$ cat config.mk
export PLATFORM = sky130hd
export DESIGN_NAME = player_mover
export DESIGN_NICKNAME = d
export VERILOG_FILES = /design/src/rtl/player_mover_pkg.sv /design/src/rtl/player_mover_rise_detect.sv /design/src/rtl/player_mover.sv
export SDC_FILE = /design/constraint.sdc
export NUM_CORES = 1
export LEC_CHECK = 0
export CORE_MARGIN = 2
export CORE_UTILIZATION = 47
export CTS_CLUSTER_DIAMETER = 30
export DETAILED_ROUTE_END_ITERATION = 16
export HOLD_SLACK_MARGIN = 0.1
export PLACE_DENSITY = 0.7
export SLEW_MARGIN = 20
export SYNTH_ARGS = -nofsm -noshare
export SYNTH_HDL_FRONTEND = slang
export SYNTH_HIERARCHICAL = 1
export SYNTH_SLANG_ARGS = --single-unit
$ cat constraint.sdc
create_clock -name btnClk -period 3.8 [get_ports btnClk]
set_clock_uncertainty 0.15 [all_clocks]
set_input_delay 0.76 -clock btnClk [delete_from_list [all_inputs] [get_ports btnClk]]
set_output_delay 0.76 -clock btnClk [all_outputs]
set_load 0.01 [all_outputs]
$ cat src/rtl/player_mover_pkg.sv
// Shared constants for the player mover and the rectangle obstacle stage:
// button direction codes, FSM state encoding and default screen geometry.
package player_mover_pkg;

  localparam int unsigned SCREEN_W_DEF    = 640;
  localparam int unsigned SCREEN_H_DEF    = 480;
  localparam int unsigned PLAYER_SIZE_DEF = 12;

  localparam int unsigned POS_W   = 32;
  localparam int unsigned BTN_W   = 4;
  localparam int unsigned COLOR_W = 4;

  localparam logic [BTN_W-1:0] DIR_U    = 4'd8;
  localparam logic [BTN_W-1:0] DIR_D    = 4'd4;
  localparam logic [BTN_W-1:0] DIR_R    = 4'd2;
  localparam logic [BTN_W-1:0] DIR_L    = 4'd1;
  localparam logic [BTN_W-1:0] DIR_NONE = 4'd0;

  localparam logic [0:0] ST_IDLE = 1'b0;
  localparam logic [0:0] ST_HOLD = 1'b1;

  // Map a raw button code onto a direction; anything but a single known code is no direction.
  function automatic logic [BTN_W-1:0] decode_dir(input logic [BTN_W-1:0] code);
    case (code)
      DIR_U, DIR_D, DIR_R, DIR_L: decode_dir = code;
      default:                    decode_dir = DIR_NONE;
    endcase
  endfunction

endpackage

$ cat src/rtl/player_mover_rise_detect.sv
// Registers a level input and emits a one-cycle registered pulse on its rising edge.
module rise_detect (
  input  logic clk,
  input  logic rst,
  input  logic d,
  output logic pulse
);

  logic q;

  always_ff @(posedge clk) begin
    if (rst) begin
      q     <= 1'b0;
      pulse <= 1'b0;
    end else begin
      q     <= d;
      pulse <= d & ~q;
    end
  end

endmodule

$ cat src/rtl/player_mover.sv
// Player square position/colour: held-button auto-repeat, clamped stepping
// gated by obstacle enables, and colour cycling on a separate button.
module player_mover
  import player_mover_pkg::*;
#(
  parameter int unsigned SCREEN_W    = SCREEN_W_DEF,
  parameter int unsigned SCREEN_H    = SCREEN_H_DEF,
  parameter int unsigned PLAYER_SIZE = PLAYER_SIZE_DEF,
  parameter int unsigned START_H     = 314,
  parameter int unsigned START_V     = 234,
  parameter int unsigned STEP_DIV    = 4,
  parameter int unsigned NUM_COLORS  = 4
) (
  input  logic                 btnClk,
  input  logic                 rst,
  input  logic [BTN_W-1:0]     btns,
  input  logic                 upEnable,
  input  logic                 downEnable,
  input  logic                 leftEnable,
  input  logic                 rightEnable,
  input  logic                 color_btn,
  output logic [POS_W-1:0]     player_hPos,
  output logic [POS_W-1:0]     player_vPos,
  output logic [COLOR_W-1:0]   player_color,
  output logic                 moving,
  output logic                 blocked
);

  localparam int unsigned CNT_W = (STEP_DIV > 2) ? $clog2(STEP_DIV) : 1;

  logic [BTN_W-1:0] btns_q;
  logic [BTN_W-1:0] dir;
  logic [BTN_W-1:0] held_dir, held_dir_n;
  logic [0:0]       state, state_n;
  logic [CNT_W-1:0] div_cnt, div_cnt_n;
  logic             attempt;
  logic             step_ok;
  logic             color_rise;
  logic [POS_W-1:0] h_next, v_next;
  logic [COLOR_W-1:0] color_next;

  rise_detect u_color_rise (
    .clk   (btnClk),
    .rst   (rst),
    .d     (color_btn),
    .pulse (color_rise)
  );

  assign dir = decode_dir(btns_q);

  // Auto-repeat FSM: first step immediately, then one step every STEP_DIV ticks.
  always_comb begin
    state_n    = state;
    held_dir_n = held_dir;
    div_cnt_n  = div_cnt;
    attempt    = 1'b0;
    case (state)
      ST_IDLE: begin
        if (dir != DIR_NONE) begin
          attempt    = 1'b1;
          held_dir_n = dir;
          div_cnt_n  = '0;
          state_n    = ST_HOLD;
        end
      end
      ST_HOLD: begin
        if (dir == DIR_NONE) begin
          state_n   = ST_IDLE;
          div_cnt_n = '0;
        end else if (dir != held_dir) begin
          attempt    = 1'b1;
          held_dir_n = dir;
          div_cnt_n  = '0;
        end else if (div_cnt == CNT_W'(STEP_DIV - 1)) begin
          attempt   = 1'b1;
          div_cnt_n = '0;
        end else begin
          div_cnt_n = div_cnt + CNT_W'(1);
        end
      end
      default: begin
        state_n   = ST_IDLE;
        div_cnt_n = '0;
      end
    endcase
  end

  // Bound checks use additions only so the unsigned position can never underflow.
  always_comb begin
    step_ok = 1'b0;
    h_next  = player_hPos;
    v_next  = player_vPos;
    case (dir)
      DIR_U: begin
        step_ok = upEnable && (player_vPos > POS_W'(0));
        v_next  = player_vPos - POS_W'(1);
      end
      DIR_D: begin
        step_ok = downEnable && ((player_vPos + POS_W'(PLAYER_SIZE)) < POS_W'(SCREEN_H));
        v_next  = player_vPos + POS_W'(1);
      end
      DIR_L: begin
        step_ok = leftEnable && (player_hPos > POS_W'(0));
        h_next  = player_hPos - POS_W'(1);
      end
      DIR_R: begin
        step_ok = rightEnable && ((player_hPos + POS_W'(PLAYER_SIZE)) < POS_W'(SCREEN_W));
        h_next  = player_hPos + POS_W'(1);
      end
      default: step_ok = 1'b0;
    endcase
  end

  always_comb begin
    color_next = player_color;
    if (color_rise) begin
      color_next = (player_color == COLOR_W'(NUM_COLORS - 1)) ? '0 : player_color + COLOR_W'(1);
    end
  end

  always_ff @(posedge btnClk) begin
    if (rst) begin
      btns_q       <= DIR_NONE;
      state        <= ST_IDLE;
      held_dir     <= DIR_NONE;
      div_cnt      <= '0;
      player_hPos  <= POS_W'(START_H);
      player_vPos  <= POS_W'(START_V);
      player_color <= '0;
      moving       <= 1'b0;
      blocked      <= 1'b0;
    end else begin
      btns_q       <= btns;
      state        <= state_n;
      held_dir     <= held_dir_n;
      div_cnt      <= div_cnt_n;
      player_color <= color_next;
      moving       <= attempt && step_ok;
      blocked      <= attempt && !step_ok;
      if (attempt && step_ok) begin
        player_hPos <= h_next;
        player_vPos <= v_next;
      end
    end
  end

endmodule

# Word level (Yosys, flattened, before mapping)
# Index checks and enable logic that the tools add are counted.
[classes]
magnitude_cmp = 4
n_eq_ne = 14
n_mux = 21
addsub = 8
n_reduce_logical = 15
bitwise_logic = 3
[ops]
columns = ["cell", "n"]
rows = [
  ["32-bit case mux with 2 select lines", 2],
  ["32-bit by 1-bit adder with 32-bit output (second input constant)", 2],
  ["32-bit by 4-bit adder with 32-bit output (second input constant)", 2],
  ["32-bit by 1-bit > comparator with 1-bit output (second input constant)", 2],
  ["32-bit by 1-bit subtractor with 32-bit output (second input constant)", 2],
  ["32-bit by 10-bit less-than comparator with 1-bit output (second input constant)", 1],
  ["32-bit by 9-bit less-than comparator with 1-bit output (second input constant)", 1],
  ["4-bit 2-to-1 mux", 5],
  ["4-bit by 2-bit equality test with 1-bit output (second input constant)", 3],
  ["4-bit by 1-bit equality test with 1-bit output (second input constant)", 2],
  ["4-bit by 3-bit equality test with 1-bit output (second input constant)", 2],
  ["4-bit equality test (second input constant)", 2],
  ["2-bit 2-to-1 mux", 4],
  ["4-bit case mux with 2 select lines", 1],
  ["1-bit logical AND", 6],
  ["1-bit 2-to-1 mux", 5],
  ["4-bit by 1-bit adder with 4-bit output (second input constant)", 1],
  ["4-bit zero test", 1],
  ["2-bit inequality test (second input constant)", 2],
  ["4-bit inequality test", 1],
  ["1-bit case mux with 2 select lines", 2],
  ["1-bit case mux with 4 select lines", 1],
  ["2-bit case mux with 2 select lines", 1],
  ["2-bit AND reduction", 2],
  ["10 further kinds", 12],
]
[word_totals]
wordCells = 76
out_inout_bits = 70
regBits = 83
inputBits = 11

# Longest topological paths before layout
# Gate-level depths: netlist of the first run.
[logic_depth]
ltp_word = 9
ltp_mapped = 14
depth_no_buf = 13

# Cells and area by module
# The synthesis of the first run kept the hierarchy.
[by_module_without_submodules]
columns = ["mod", "instances", "cells_each", "area_per_inst_um2", "seq_area_each_um2"]
rows = [
  ["player_mover", 1, 839, 6651.4, 1621.6],
  ["rise_detect", 1, 4, 58.8, 40.0],
]

# Worst setup path before layout of the first run
# Ideal clock, no wire load.
[synth_timing]
path_type = "register to register"
startpoint = "reg btns_q[2]"
endpoint = "reg player_vPos[31]"
synth_period_minus_slack_ps = 4155
setup_ps = 132
path_buffers = 0
arrival_time_ps = 3873
setup_slack_ps = -355
stages_incl_launch_ff = 14
required_time_ps = 3518
path_cell_list = "dfxtp_1 > inv_1 > nor4_2 > inv_1 > ha_1 > a211oi_1 > o211ai_1 > a221oi_1 > nor3b_1 > o21ai_0 > nand4_1 > and3_1 > a311oi_1 > o211ai_1"
[synth_between]
elab_chain_cells = 9
elab_cells_between_ends = 22
classes_between = "9 x eq/ne; 7 x mux; 6 x reduce/logical"
[synth_rtl]
columns = ["element", "line", "rtl"]
rows = [
  ["start: declaration", "player_mover.sv:31", "logic [BTN_W-1:0] btns_q;"],
  ["start signal: assignment", "player_mover.sv:133", "btns_q <= btns;"],
  ["4-bit equality test, or another cell as far along", "player_mover_pkg.sv:24", "case (code)"],
  ["4-bit OR reduction", "player_mover_pkg.sv:24", ""],
  ["4-bit 2-to-1 mux (*)", "player_mover_pkg.sv:24", ""],
  ["4-bit inequality test", "player_mover.sv:70", "end else if (dir != held_dir) begin"],
  ["1-bit 2-to-1 mux", "player_mover.sv:70", ""],
  ["1-bit 2-to-1 mux", "player_mover.sv:67", "if (dir == DIR_NONE) begin"],
  ["1-bit case mux with 2 select lines", "player_mover.sv:57", "case (state)"],
  ["1-bit logical AND", "player_mover.sv:140", "if (attempt && step_ok) begin"],
  ["2-bit AND reduction (no source line)", "--", ""],
  ["end signal: assignment", "player_mover.sv:128", "player_vPos <= POS_W'(START_V);"],
  ["end signal: assignment", "player_mover.sv:142", "player_vPos <= v_next;"],
  ["end: declaration", "player_mover.sv:23", "output logic [POS_W-1:0] player_vPos,"],
]
# Mark *: on every way between the ends. The rest lies on a longest branch, timed or not.
# A chain may end at the register's enable or synchronous reset.

# Worst setup path after layout of the first run
[layout_timing]
startpoint = "reg btns_q[0]"
endpoint = "reg player_vPos[31]"
# The elaborated chain is that of the path after synthesis.

==> flow_summary.toml, run 1 <==
[global_route]
grt_first_pass_wirelength_mm = 29.6
overflow = 0
grt.busiest_layer = "met2"
use_met2_pct = 37.7
grt_pass1_vias = 5859
grt_max_degree = 72
track_usage_pct = 24.6
use_met1_pct = 34.6
antenna_found_initial = 0
use_met3_pct = 4.84

[routing]
first_iter_violations = 398
num_vias = 6640
vias_per_cell = 5.88
firstDrtPassIters = 5
drtAntennaViolNets = 0
drc = 0
wire_per_inst_um = 16.6
routed_wirelength_mm = 18.8

[worst_setup_path]
critPathCaptureType = "flip-flop"
cp.required_ns = 3.88
startpoint_type = "flip-flop"
worstPathArrival_ns = 3.72
critPathKind = "flip-flop to flip-flop"
path_max_fanout = 17
r2r_cells = 14

[synthesis]
async_flop_share_pct = 0
syn_area_per_cell_sq_um = 7.96
ys_seq_area_share_pct = 24.8
synth_fp_nets = 918
ys_types = 69
synth_seq_cells = 83
synth_flop_cell = "dfxtp_1"
yosys_warnings = 6
synth_top_cell_by_area = "dfxtp_1"
synth_top_area_share_pct = 24.8
synth_edf_count = 0
netlist_instances = 843
synth_area_leaders = "dfxtp_1 (25%), ha_1 (12%), nor2_1 (5.8%)"
syn_area_sq_mm = 0.00671

[die]
die-area_sq_mm = 0.0152
initial_core_util_pct = 48.2
ios = 81
fp-row-count = 43
die_w_um = 123
fp.dieH_um = 123
core_sq_mm = 0.0139

[finish]
area_growth_syn_to_layout_pct = 27.4
final_util_pct = 61.4
nets = 1020
fin_area_sq_mm = 0.00855
diodes = 0
drive_above_1_share_pct = 11.7

[timing]
min_period_ns = 3.64
maxSlewViolCount = 0
fin_tns_setup_ns = 0
fmax_mhz = 275
worst-slew-pin-transition_ns = 0.869
hold_viol_final = 0
slew_headroom_pct = 42.1
finalCritPeriodShare_pct = 95.7
finalSetupViolCount = 0

[clocking]
clock_sinks = 83
numCtsBuffers = 9
cts.reportedPaths.clkPinSlew_ns = 0.06
clockBufferDepth = 2
cts_tree = "yes"
cts_hold_buf = 0
clock-root-buffer = "clkbuf_16"
htreeDepth = 3
clk_latency_ns = 0.36

[place]
place_area_sq_mm = 0.00810
dp_hpwl_mm = 13.5
portBuffers = 80
gp_congestion = 0.909

[power_and_ir_drop]
p_switching_uw = 845
p_leak_uw = 0.00334
pwr-share-clk_pct = 35.4
intPower_uw = 1820
pwr_density_cell_mw_per_mm2 = 312
p_seq_share_pct = 34.7
switching_share_pct = 31.7
power.total_uw = 2670
comb_power_share_pct = 29.9
ir_drop_v = 0.000228

[min_path]
hold_path_class = "flip-flop to flip-flop"
hold_depth = 1

[run_status]
outcome = "complete, no violations"

[run]
cap_violations = 0
registers in the layout, summed over array words and instances, names as in the netlist:
name / cells
blocked: 1
btns_q: 4
div_cnt: 2
held_dir: 4
moving: 1
player_color: 4
player_hPos: 32
player_vPos: 32
state: 1
u_color_rise/pulse: 1
u_color_rise/q: 1
cells in the final DEF (no fill, tap or decap), drive strengths merged, types with 5 or more instances in the layout:
master and n:
nand3 36, a21boi 5, nor2 104, a21oi 67
nand2 80, clkdlybuf4s50 79, dfxtp 83, buf 32
o21a 11, and4 7, o21bai 9, nor2b 10
o211ai 10, clkbuf 13, xnor2 38, o21ai 39
a31oi 9, and3 9, nor3 19, and2 5
a21o 21, inv 25, or3 6, xor2 18
o31ai 6, nand4 17, ha 62, a211oi 18
nor4 18, mux2i 27, nand2b 6
power groups by stage:
| stage | Sequential, uW | Clock, uW | Combinational, uW |
|---|---|---|---|
| CTS | 923 | 967 | 755 |
| detailed placement | 943 | 0 | 748 |
| global placement | 942 | 0 | 747 |
| finish | 924 | 945 | 797 |
| floorplan | 944 | 0 | 567 |
| global route | 927 | 1000 | 876 |
cell usage after synthesis, drive strengths merged, types with 4 or more instances:
cell,count
buf,9
o2111ai,4
and4,7
nand4,17
nor3,19
nand2b,6
o31ai,6
and3,9
o21bai,9
nor2b,10
nand2,80
nand3b,4
a21oi,67
a211oi,18
dfxtp,83
inv,27
nor4,18
clkbuf,11
xor2,18
a21o,21
or3,6
o21a,11
mux2i,27
ha,62
and2,5
xnor2,38
a21boi,5
nor2,104
o22ai,4
o211ai,10
a31oi,9
o21ai,39
nand3,36
routing by layer:
| metal | routed length [um] | part of all wire [%] |
|---|---|---|
| met1 | 9180 | 49 |
| met2 | 8380 | 45 |
| met3 | 975 | 5.2 |
| met4 | 244 | 1.3 |
| met5 | 0 | 0 |
timing repair:
action,CTS,global route
resized for setup,0,18
endpoints found under the setup margin,0,42
setup buffers,0,3
final cells by class:
cell class / instances / area [sq um]
fill: 1290 / 5390
multi-input combinational: 712 / 5120
sequential: 83 / 1660
timing repair buffer: 112 / 1120
clock buffer: 12 / 267
tap: 180 / 225
inverter: 27 / 109
clock inverter: 4 / 47.5
cells by family after synthesis:
family	Yosys count	share of synthesized area, %
buffers and inverters	48	3.62
AND/OR/NAND/NOR	335	24.5
adder cells (fa/ha/maj)	64	12.2
flip-flops	83	24.8
XOR/XNOR	56	7.31
multiplexers	30	4.53
AO/OA/AOI/OAI	227	23.1
worst paths after layout:
path,start,to,slack [ns]
worst max register to register,btns_q[0],player_vPos[31],0.16
worst min-delay path,u_color_rise/q,u_color_rise/pulse,0.25
worst min register to register,u_color_rise/q,u_color_rise/pulse,0.25
worst max-delay path,btns_q[0],player_vPos[31],0.16
through the flow:
stage	hold WS (ns)	worst slack [ns]	instances
after floorplan	0.237	-0.145	843
after global placement	0.241	0.144	1110
after detailed placement	0.247	0.0622	1110
after CTS	0.256	0.0657	1126
after global routing	0.269	-0.0315	1130
final	0.254	0.162	1130
critical path, cell delays in order (launching register included):
cell and delay, ns:
dfxtp_1 0.31, buf_4 0.17, nor4_4 0.33, clkinvlp_4 0.18, buf_12 0.19, ha_4 0.25
a211oi_2 0.24, o211ai_1 0.23, a221oi_4 0.43, nor3b_4 0.09, o21ai_2 0.19, nand4_1 0.18
and3_1 0.20, a311oi_1 0.24, o211ai_1 0.12
No activity file was read; power rests on OpenSTA's default activity.
==> run 2, diff against run 1 <==
--- a/config.mk
+++ b/config.mk
@@ -9,8 +9,9 @@
 export CORE_UTILIZATION = 47
 export CTS_CLUSTER_DIAMETER = 30
 export DETAILED_ROUTE_END_ITERATION = 16
-export HOLD_SLACK_MARGIN = 0.1
+export MAX_ROUTING_LAYER = met4
 export PLACE_DENSITY = 0.7
+export SKIP_CTS_REPAIR_TIMING = 1
 export SLEW_MARGIN = 20
 export SYNTH_ARGS = -nofsm -noshare
 export SYNTH_HDL_FRONTEND = slang
==> run 2 against run 1 <==
  * Critical endpoint unchanged
  * Register-to-register slack barely moved
  * Power fell by 2.6%
  * Cell count fell by 0.18%
==> flow_summary.toml, run 2 (synthesis results as in run 1) <==
[finish]
drive_above_1_share_pct = 11.5
final_common_cell = "nor2_1"
final_util_pct = 60.7
fill_cells = 1284
final_cell_mix = "nor2_1 (104), dfxtp_1 (82), nand2_1 (79), clkdlybuf4s50_1 (79), a21oi_1 (67)"
diodes = 0
reg_top3 = "player_hPos x32, player_vPos x32"
fin_area_sq_mm = 0.00846
nets = 1019
area_growth_syn_to_layout_pct = 26.1

[worst_setup_path]
critPathMaxStageDelay_ns = 0.34
path_max_fanout = 34
cp-startpoint = "btns_q[0]"
r2r-end = "player_vPos[31]"
worstPathArrival_ns = 3.70
rrSetupSlack_ns = 0.16
r2r_cells = 15
crit_buf_inv = 4
startpoint_type = "flip-flop"
crit_path_top_delay_cell = "nor4_4"
r2r_start = "btns_q[0]"
path_cells = "buf_4 -> nor4_4 -> clkinvlp_4 -> buf_12 -> ha_4 -> a211oi_2 -> o211ai_1 -> a221oi_2 -> buf_4 -> nor3b_2 -> o21ai_1 -> nand4_1 -> and3_1 -> a311oi_1 -> o211ai_1"
cp_top_family = "compound AO/OA/AOI/OAI gates"
critPathKind = "flip-flop to flip-flop"
cp.required_ns = 3.86
critPathCaptureType = "flip-flop"

[die]
core_sq_mm = 0.0139
die-area_sq_mm = 0.0152
fp.dieH_um = 123
initial_core_util_pct = 48.2
fp-row-count = 43
ios = 81
die_w_um = 123

[clocking]
clock_sinks = 83
cts_tree = "yes"
clk_latency_ns = 0.34
numCtsBuffers = 9
htreeDepth = 3
clockBufferDepth = 2
clock-root-buffer = "clkbuf_16"
cts.reportedPaths.clkPinSlew_ns = 0.06

[routing]
wire_per_inst_um = 16.2
first_iter_violations = 617
highest_layer = "met4"
drt-met1-wl_mm = 9.07
wl_met2_mm = 8.13
num_vias = 6579
routed_wirelength_mm = 18.3
vias_per_cell = 5.83
drtAntennaViolNets = 0
firstDrtPassIters = 6
drc = 0
met3WireLength_um = 882

[global_route]
antenna_found_initial = 0
grt_max_degree = 54
track_usage_pct = 24.7
grt_pass1_vias = 5743
overflow = 0
grt_first_pass_wirelength_mm = 29.1

[place]
dp_slack_ns = 0.121
gp_congestion = 0.954
place_area_sq_mm = 0.00808
dp_hpwl_mm = 13.6
portBuffers = 80

[min_path]
hold_path_class = "flip-flop to flip-flop"
hold-path-endpoint = "u_color_rise/pulse"
min_from = "u_color_rise/q"
hold_depth = 1

[timing]
slew_headroom_pct = 54.5
fin_ws_ns = 0.165
finalSetupViolCount = 0
worst-slew-pin-transition_ns = 0.681
finalCritPeriodShare_pct = 95.7
min_period_ns = 3.64
fmax_mhz = 275
hold_viol_final = 0
maxSlewViolCount = 0

[run_status]
outcome = "complete, no violations"

[power_and_ir_drop]
pwr_density_cell_mw_per_mm2 = 307
ir_drop_v = 0.000207
p_leak_uw = 0.00331

[run]
cap_violations = 0
run 2: cell count changes in the layout (fill, tap and decap cells not counted), sizes merged:
cell	before	now
clkbuf	13	9
clkinv	2	3
clkinvlp	3	4
run 2: metrics by stage:
stage	std cells	hold WS (ns)	power [uW]	TNS, ns
global route	1128	0.265	2730	-0.0264
finish	1128	0.254	2590	0
floorplan	843	0.237	1510	-0.305
CTS	1124	0.256	2580	0
global placement	1109	0.241	1690	0
detailed placement	1109	0.247	1690	0
run 2: how the worst max path moves through the flow:
stage / to / cells past startpoint
after global placement: player_vPos[31] / 14
after CTS: player_vPos[31] / 14
after global routing: player_vPos[19] / 15
final: player_vPos[31] / 15
after detailed placement: player_vPos[31] / 14
after floorplan: player_vPos[31] / 13
run 2: layer usage:
metal	up-vias	global-route usage, %
li1	3339	-
met1	3082	35.6
met2	146	36.7
met3	12	2.95
met4	0	6.18
met5	-	-
run 2: area by class of cell:
type	count	area (sq um)	area share [%]
Clock inverter	6	67.6	0.798
Clock buffer	9	225	2.66
Inverter	27	109	1.29
Multi-Input combinational cell	712	5100	60.2
Tap cell	180	225	2.66
Timing Repair Buffer	111	1080	12.7
Sequential cell	83	1660	19.6
run 2: power breakdown:
part / leakage, uW / switching, uW / internal, uW
logic: 0.00250 / 420 / 360
registers: 0.000673 / 29.7 / 893
clock network: 0.000137 / 384 / 507
total: 0.00331 / 834 / 1760
